`src/rtl/pc_mt_if.sv`:
```
// Fetch-side bus of the multi-thread PC.
//   master : control/datapath side. It drives the stall, halt, PC-source select and
//            target fields, and it observes the fetch address, thread id and halt flags.
//   slave  : the pc_mt block itself.
// Signals:
//   pc_wait       stall; nothing changes while high
//   halt          the thread being fetched executes a halt
//   PCSrc         0 NEXT, 1 BRANCH, 2 JUMP, 3 JR
//   load_imm      signed branch offset, counted in words
//   load_addr     26-bit jump target field
//   jr_addr       jump-register target
//   imemaddr      PC of fetch_tid
//   next_imemaddr imemaddr + 4
//   fetch_tid     thread currently fetching
//   halted        per-thread halted flags
//   all_halted    every thread halted
interface pc_mt_if #(
  parameter int NTHREADS = 2,
  parameter int TID_W    = (NTHREADS > 1) ? $clog2(NTHREADS) : 1
);
  logic                pc_wait;
  logic                halt;
  logic [1:0]          PCSrc;
  logic [15:0]         load_imm;
  logic [25:0]         load_addr;
  logic [31:0]         jr_addr;
  logic [31:0]         imemaddr;
  logic [31:0]         next_imemaddr;
  logic [TID_W-1:0]    fetch_tid;
  logic [NTHREADS-1:0] halted;
  logic                all_halted;

  modport master (
    output pc_wait, halt, PCSrc, load_imm, load_addr, jr_addr,
    input  imemaddr, next_imemaddr, fetch_tid, halted, all_halted
  );

  modport slave (
    input  pc_wait, halt, PCSrc, load_imm, load_addr, jr_addr,
    output imemaddr, next_imemaddr, fetch_tid, halted, all_halted
  );
endinterface

```
`src/rtl/pc_mt.sv`:
```
// Multi-thread program counter for the fetch stage.
// The block holds one PC per hardware thread and interleaves fetch round-robin
// across the threads that are not halted.
// Ports:
//   CLK  clock; all state updates on the rising edge
//   RST  synchronous active-high reset; it has priority over everything
//   bus  pc_mt_if.slave, which carries the control inputs and the fetch address, thread id and halt outputs
// Reset vectors: pc[t] = PC_INIT + t*THREAD_STRIDE.
module pc_mt #(
  parameter int          NTHREADS      = 2,
  parameter int          TID_W         = (NTHREADS > 1) ? $clog2(NTHREADS) : 1,
  parameter logic [31:0] PC_INIT       = 32'h0000_0000,
  parameter logic [31:0] THREAD_STRIDE = 32'h0000_0400
) (
  input  logic   CLK,
  input  logic   RST,
  pc_mt_if.slave bus
);

  typedef enum logic [1:0] {
    SRC_NEXT   = 2'd0,
    SRC_BRANCH = 2'd1,
    SRC_JUMP   = 2'd2,
    SRC_JR     = 2'd3
  } pc_src_e;

  logic [NTHREADS-1:0][31:0] pc;
  logic [NTHREADS-1:0]       halted;
  logic [TID_W-1:0]          fetch_tid;

  logic [31:0]         cur_pc, seq_pc, pc_new;
  logic                advance;
  logic [NTHREADS-1:0] halted_nxt;
  logic [TID_W-1:0]    tid_nxt;
  logic                found;
  int                  idx;

  assign cur_pc = pc[fetch_tid];
  assign seq_pc = cur_pc + 32'd4;

  assign bus.imemaddr      = cur_pc;
  assign bus.next_imemaddr = seq_pc;
  assign bus.fetch_tid     = fetch_tid;
  assign bus.halted        = halted;
  assign bus.all_halted    = &halted;

  // A halted current thread only happens when every thread is halted,
  // so that case freezes the whole block.
  assign advance = !bus.pc_wait && !halted[fetch_tid];

  always_comb begin
    pc_new = seq_pc;
    case (pc_src_e'(bus.PCSrc))
      SRC_NEXT:   pc_new = seq_pc;
      SRC_BRANCH: pc_new = seq_pc + {{14{bus.load_imm[15]}}, bus.load_imm, 2'b00};
      SRC_JUMP:   pc_new = {seq_pc[31:28], bus.load_addr, 2'b00};
      SRC_JR:     pc_new = bus.jr_addr;
      default:    pc_new = seq_pc;
    endcase
  end

  always_comb begin
    halted_nxt = halted;
    if (advance && bus.halt) halted_nxt[fetch_tid] = 1'b1;
  end

  // The round-robin scan starts at fetch_tid+1. The last probe (k == NTHREADS)
  // lands back on the current thread, so fetch_tid holds when that thread is the only
  // runnable one. When every thread is halted, nothing is found and fetch_tid also holds.
  always_comb begin
    tid_nxt = fetch_tid;
    found   = 1'b0;
    idx     = 0;
    for (int k = 1; k <= NTHREADS; k++) begin
      idx = (int'(fetch_tid) + k) % NTHREADS;
      if (!found && !halted_nxt[idx[TID_W-1:0]]) begin
        tid_nxt = idx[TID_W-1:0];
        found   = 1'b1;
      end
    end
  end

  always_ff @(posedge CLK) begin
    if (RST) begin
      for (int t = 0; t < NTHREADS; t++)
        pc[t] <= PC_INIT + 32'(t) * THREAD_STRIDE;
      halted    <= '0;
      fetch_tid <= '0;
    end else if (advance) begin
      if (!bus.halt) pc[fetch_tid] <= pc_new;
      halted    <= halted_nxt;
      fetch_tid <= tid_nxt;
    end
  end

endmodule

```
`src/flat_wrapper.sv`:
```
// flat-port wrapper written by rule: the top's interface ports become plain ports
module pc_mt_flat 
#(
  parameter int          NTHREADS      = 2,
  parameter int          TID_W         = (NTHREADS > 1) ? $clog2(NTHREADS) : 1,
  parameter logic [31:0] PC_INIT       = 32'h0000_0000,
  parameter logic [31:0] THREAD_STRIDE = 32'h0000_0400
)
  (CLK, RST, bus_pc_wait, bus_halt, bus_PCSrc, bus_load_imm, bus_load_addr, bus_jr_addr, bus_imemaddr, bus_next_imemaddr, bus_fetch_tid, bus_halted, bus_all_halted);
  pc_mt_if #(.NTHREADS(NTHREADS), .TID_W(TID_W)) bus_i ();
  input  logic CLK;
  input  logic RST;
  input wire logic [$bits(bus_i.pc_wait)-1:0] bus_pc_wait;
  input wire logic [$bits(bus_i.halt)-1:0] bus_halt;
  input wire logic [$bits(bus_i.PCSrc)-1:0] bus_PCSrc;
  input wire logic [$bits(bus_i.load_imm)-1:0] bus_load_imm;
  input wire logic [$bits(bus_i.load_addr)-1:0] bus_load_addr;
  input wire logic [$bits(bus_i.jr_addr)-1:0] bus_jr_addr;
  output wire logic [$bits(bus_i.imemaddr)-1:0] bus_imemaddr;
  output wire logic [$bits(bus_i.next_imemaddr)-1:0] bus_next_imemaddr;
  output wire logic [$bits(bus_i.fetch_tid)-1:0] bus_fetch_tid;
  output wire logic [$bits(bus_i.halted)-1:0] bus_halted;
  output wire logic [$bits(bus_i.all_halted)-1:0] bus_all_halted;
  assign bus_i.pc_wait = bus_pc_wait;
  assign bus_i.halt = bus_halt;
  assign bus_i.PCSrc = bus_PCSrc;
  assign bus_i.load_imm = bus_load_imm;
  assign bus_i.load_addr = bus_load_addr;
  assign bus_i.jr_addr = bus_jr_addr;
  assign bus_imemaddr = bus_i.imemaddr;
  assign bus_next_imemaddr = bus_i.next_imemaddr;
  assign bus_fetch_tid = bus_i.fetch_tid;
  assign bus_halted = bus_i.halted;
  assign bus_all_halted = bus_i.all_halted;
  pc_mt #(.NTHREADS(NTHREADS), .TID_W(TID_W), .PC_INIT(PC_INIT), .THREAD_STRIDE(THREAD_STRIDE)) u_core (.CLK(CLK), .RST(RST), .bus(bus_i));
endmodule
```
`config.mk`:
```
export PLATFORM = sky130hd
export DESIGN_NAME = pc_mt_flat
export DESIGN_NICKNAME = d
export VERILOG_FILES = /design/src/rtl/pc_mt_if.sv /design/src/rtl/pc_mt.sv /design/src/flat_wrapper.sv
export SDC_FILE = /design/constraint.sdc
export NUM_CORES = 1
export LEC_CHECK = 0
export CELL_PAD_IN_SITES_DETAIL_PLACEMENT = 1
export CELL_PAD_IN_SITES_GLOBAL_PLACEMENT = 1
export CORE_MARGIN = 4
export CORE_UTILIZATION = 40
export DETAILED_ROUTE_END_ITERATION = 6
export HOLD_SLACK_MARGIN = 0.05
export PLACE_DENSITY_LB_ADDON = 0.25
export RECOVER_POWER = 25
export SYNTH_ARGS = -nofsm -noshare
export SYNTH_HDL_FRONTEND = slang
export SYNTH_SLANG_ARGS = --single-unit
```
`constraint.sdc`:
```
create_clock -name CLK -period 12.2 [get_ports CLK]
set_input_delay 2.44 -clock CLK [delete_from_list [all_inputs] [get_ports CLK]]
set_output_delay 2.44 -clock CLK [all_outputs]
set_load 0.01 [all_outputs]
```
[After elaboration in Yosys (flattened, before gate mapping)]
Index checks and enable logic that the tools add are counted.
Word-level totals
  output and inout bits: 68
  register bits: 67
Operators by class
  bitwise logic cells: 2
  $add $sub $neg: 4
  eq/ne operators: 4
  mux-type cells: 17
  reduce and logical (&&, ||, !) cells: 11
  magnitude comparators: 4
Operator list (count)
  $pmux W32 S4: 1
  $mux W32: 3
  $bwmux W64: 1
  $add A32 B3 Y32 const B: 1
  $add A32 B32 Y32: 1
  $demux W32 S1: 1
  $mux W1: 9
  $lt A1 B2 Y1 const B: 3
  $reduce_and A2 Y1: 3
  $eq A2 B2 Y1 const B: 2
  $logic_and A1 B1 Y1: 4
  $logic_not A1 Y1: 3
  $add A1 B1 Y1 const B: 2
  $eq A2 B1 Y1 const B: 1
  $logic_not A2 Y1: 1
  $mux W2: 1
  $ne A2 B2 Y1 const B: 1
  $or A2 B2 Y2: 1
  $demux W1 S1: 1
  $ge A1 B1 Y1 const B: 1
  $not A1 Y1: 1

[Depth between registers and ports, before layout]
  depth after elaboration: 12
  mapped depth: 23
  mapped depth without buffers: 18

[Worst setup path after synthesis]
Ideal clock, no wire load.
  kind: register to output
  from: register u_core.fetch_tid, in the netlist u_core.bus.fetch_tid
  to: output port bus_next_imemaddr[20]
  stages on the path, launching flop included: 13
  slack: 6.892 ns
  path buffers: 4
  arrival: 2.868 ns
  data required time: 9.760 ns
  cells stage by stage: dfxtp_1 > buf_6 > buf_6 > buf_2 > buf_2 > mux2i_1 > inv_1 > ha_1 > a21boi_0 > and2_1 > and3_2 > nand2_1 > xnor2_1
On the way
  longest elaborated chain between the ends: 3
Ends and longest elaborated chain
  start: declaration: line pc_mt.sv:29  | logic [TID_W-1:0] fetch_tid;
  start signal: assignment: line pc_mt.sv:92  | fetch_tid <= tid_nxt;
  $mux W32 (not written as such) (2 in series): line pc_mt.sv:38  | assign cur_pc = pc[fetch_tid];
  named net bus_imemaddr[2]: line flat_wrapper.sv:19  | output wire logic [$bits(bus_i.imemaddr)-1:0] bus_imemaddr;
  $add A32 B3 Y32: line pc_mt.sv:39  | assign seq_pc = cur_pc + 32'd4;
  end: declaration: line flat_wrapper.sv:20  | output wire logic [$bits(bus_i.next_imemaddr)-1:0] bus_next_imemaddr;
The timed path passes the listed nets, and every way through them passes these cells. The select of a mux whose other input is x is not followed.

[Final worst setup path]
  from: register u_core.fetch_tid, in the netlist u_core.bus.fetch_tid
  to: output port bus_next_imemaddr[20]
On the way
  longest elaborated chain between the ends: 3
Ends and longest elaborated chain (line)
  $mux W32 (not written as such) (2 in series): pc_mt.sv:38
  $add A32 B3 Y32: pc_mt.sv:39
No other way between the ends. The select of a mux whose other input is x is not followed.

==> summary.md <==
| Metric | Value |
|---|---|
| Status | `complete, but fails checks` |
| Failing checks | `max-capacitance violations, max-slew violations` |
| CTS tree | `done` |
| Post-layout min period | `8.707 ns` |
| Area share of the largest cell type after synthesis | `22.41%` |
| TritonCTS Buffers | `9` |
| Critical path launch point type | `flip-flop` |
| Post-CTS sizing | `0` |
| Port-buffer cells | `147` |
| Setup Total Neg Slack | `0 ns` |
| Yosys top cell by area | `dfxtp_1` |
| Initial antenna violation count | `0` |
| Largest net degree at the start of global routing | `72` |
| Post-CTS setup buffers | `0` |
| # rows | `44` |
| Leak Pwr | `3.160 nW` |
| Top post-synthesis cells by count | `nand2_1, a21oi_1, dfxtp_1` |
| Layout Utilization | `53.92%` |
| Post-synth ARST share | `0%` |
| Final setup vio count | `0` |
| Post-Syn Instances | `748` |
| DP Worst Slack | `5.874 ns` |
| CTS H-Tree Depth | `3` |
| DR WL/cell | `22.86 um` |
| Final ANT Viol Nets | `0` |
| I/O pins | `148` |
| Seq/Total Area, Yosys | `22.41%` |
| ANT cells | `0` |
| Area of the die | `16980 sq um` |
| Synth Net Count | `861` |
| Post-DP HPWL | `18.51 mm` |
| Initial Util | `41.02%` |
| Count leader, synth | `nand2_1` |
| Horiz. Die Dim | `130.3 um` |
| GRT Residual Overflow | `0` |
| Hold Crit Class | `flip-flop to flip-flop` |
| Global-route wire length before repair | `37.32 mm` |
| GPL Wtd Cong | `0.9098` |
| Cells on worst reg2reg path | `18` |
| Critical Path End Type | `output pin` |
| # DRC | `0` |
| Root Driver | `clkbuf_16` |
| Final wirelength | `24.26 mm` |
| Worst path cell trace | `clkbuf_1 -> mux2i_1 -> inv_1 -> ha_1 -> a21boi_0 -> and2_1 -> and3_2 -> nand2_1 -> xnor2_1 -> clkdlybuf4s50_1` |
| Multi-input gate area | `4292 sq um` |
| Fin. Hold Viols | `0` |
| CP Data Required Time | `9.76 ns` |
| CTS clk-pin slew, worst paths | `0.06 ns` |
| EDFF count, synth | `0` |
| Gr usage total | `28.44%` |
| Worst slew margin | `-113.2%` |
| Die Height | `130.3 um` |
| CP max stage delay | `2.25 ns` |
| Fill cells | `1763` |
| Final worst slack | `3.493 ns` |
| Seq cells post-synth | `67` |
| Crit-path slowest cell | `clkbuf_1` |
| Core area | `14590 sq um` |
| Unrepaired setup endpoints after global routing | `no` |
| Area contributors post-synth | `dfxtp_1, nand2_1, mux4_2, ha_1, a21oi_1` |
| Worst skew pair latency | `0.33 ns` |
| Fmax | `0.1149 GHz` |
| Reg area | `1343 sq um` |
| Hold Crit Depth | `2` |
| DRT iter0 DRCs | `598` |
| CTS sink cnt | `67` |
| Layout net count | `986` |
| Maximum clock insertion buffer count | `2` |
| Worst path arrival time | `6.27 ns` |
| Total Power | `0.0008383 W` |
| Main synth FF type | `dfxtp_1` |
| Vias after detailed routing | `6433` |
| Detailed Routing Iterations Pass 1 | `6` |
| Yosys warns | `0` |
| Number of max-cap violations | `1` |
| Max-slew violations | `57` |
| Synthesis-to-finish area growth | `31.44%` |
| Max VDD drop | `68.50 uV` |
| Synth unique cells | `68` |
| Share of cells above drive strength 1 | `7.412%` |
| Via density | `6.063` |
| Power density of the placed cells | `106.6 nW/um^2` |
| Post-Route Skew | `0.007414 ns` |
| Final period utilization | `71.37%` |
| Synth Cell Area | `5984 sq um` |
| Number of global-route vias before repair | `6616` |
| Pin slew with the least headroom to its limit | `3.199 ns` |
| Hold buffer count at cts | `0` |
| Avg Cell Area, Syn | `8.001 sq um` |
| Crit-path max FO | `56` |
| WS Path Type | `flip-flop to output pin` |
-- cell families after synthesis --
| family | synth area share (%) |
|---|---|
| buf+inv | 6.168 |
| simple gates | 21.58 |
| xor+xnor | 6.732 |
| flops | 22.41 |
| compound gates | 22.08 |
| mux | 14.01 |
| fa+ha+maj | 7.025 |
-- cell usage in the layout (no fill, tap or decap), drive strengths merged, types with 16 or more instances in the layout --
master / netlist / routed
clkdlybuf4s50: 0 / 133
o21ai: 20 / 20
nor2: 61 / 61
nand2: 111 / 111
mux2i: 26 / 26
a211oi: 25 / 25
a21oi: 74 / 74
mux4: 18 / 18
xnor2: 38 / 38
ha: 32 / 32
a21o: 16 / 16
nand3: 16 / 16
inv: 36 / 36
dfxtp: 67 / 67
-- area by class of cell --
cell class                 count  share of cell area [%]
multi-input combinational    603                   54.56
clock inverter                 6                   1.463
tap                          184                   2.927
clock buffer                   9                   2.863
inverter                      36                   1.718
timing repair buffer         156                   19.41
sequential                    67                   17.07
-- final timing paths --
| kind | from | to | slack (ns) |
|---|---|---|---|
| setup / recovery | u_core.bus.fetch_tid | bus_next_imemaddr[20] | 3.49 |
| hold / removal | u_core.pc[22] | u_core.pc[22] | 0.46 |
| setup reg to reg | u_core.bus.fetch_tid | u_core.pc[57] | 4.24 |
| hold reg to reg | u_core.pc[22] | u_core.pc[22] | 0.46 |
-- per-stage QoR --
step,instance area (sq um),std cells,hold slack (ns)
after floorplan,5984,748,0.4357
after global placement,7533,1046,0.4416
after detailed placement,7533,1046,0.4515
after CTS,7874,1061,0.4569
after global routing,7866,1061,0.4867
final,7866,1061,0.4572
-- sequential cells by signal (all words and copies together), names as in the netlist, named ones only --
register	count
u_core.pc	64
u_core.bus.fetch_tid	1
-- routing by layer --
metal	up-vias	share of wire, %	global-route usage (%)
met5	-	0	0
met4	0	1.9	8.191
met3	36	5.7	2.620
met2	232	47	45.65
met1	3202	46	40.66
li1	2963	-	-
-- power breakdown --
group	internal, W	switching [W]
Clock	0.000199	0.000101
Sequential	0.000231	0.0000101
Combinational	0.000134	0.000163
Total	0.000564	0.000275
-- worst max-delay path, delay by kind of cell (launching register included) --
kind,cells,cell delay (ns)
buffers and inverters,3,3.10
AOI/OAI and AO/OA,1,0.66
and+or+nand+nor,3,0.59
muxes,1,0.57
xor gates and xnor gates,1,0.42
DFF,1,0.32
adders and majority gates,1,0.25
No activity file was read; power rests on OpenSTA's default activity.
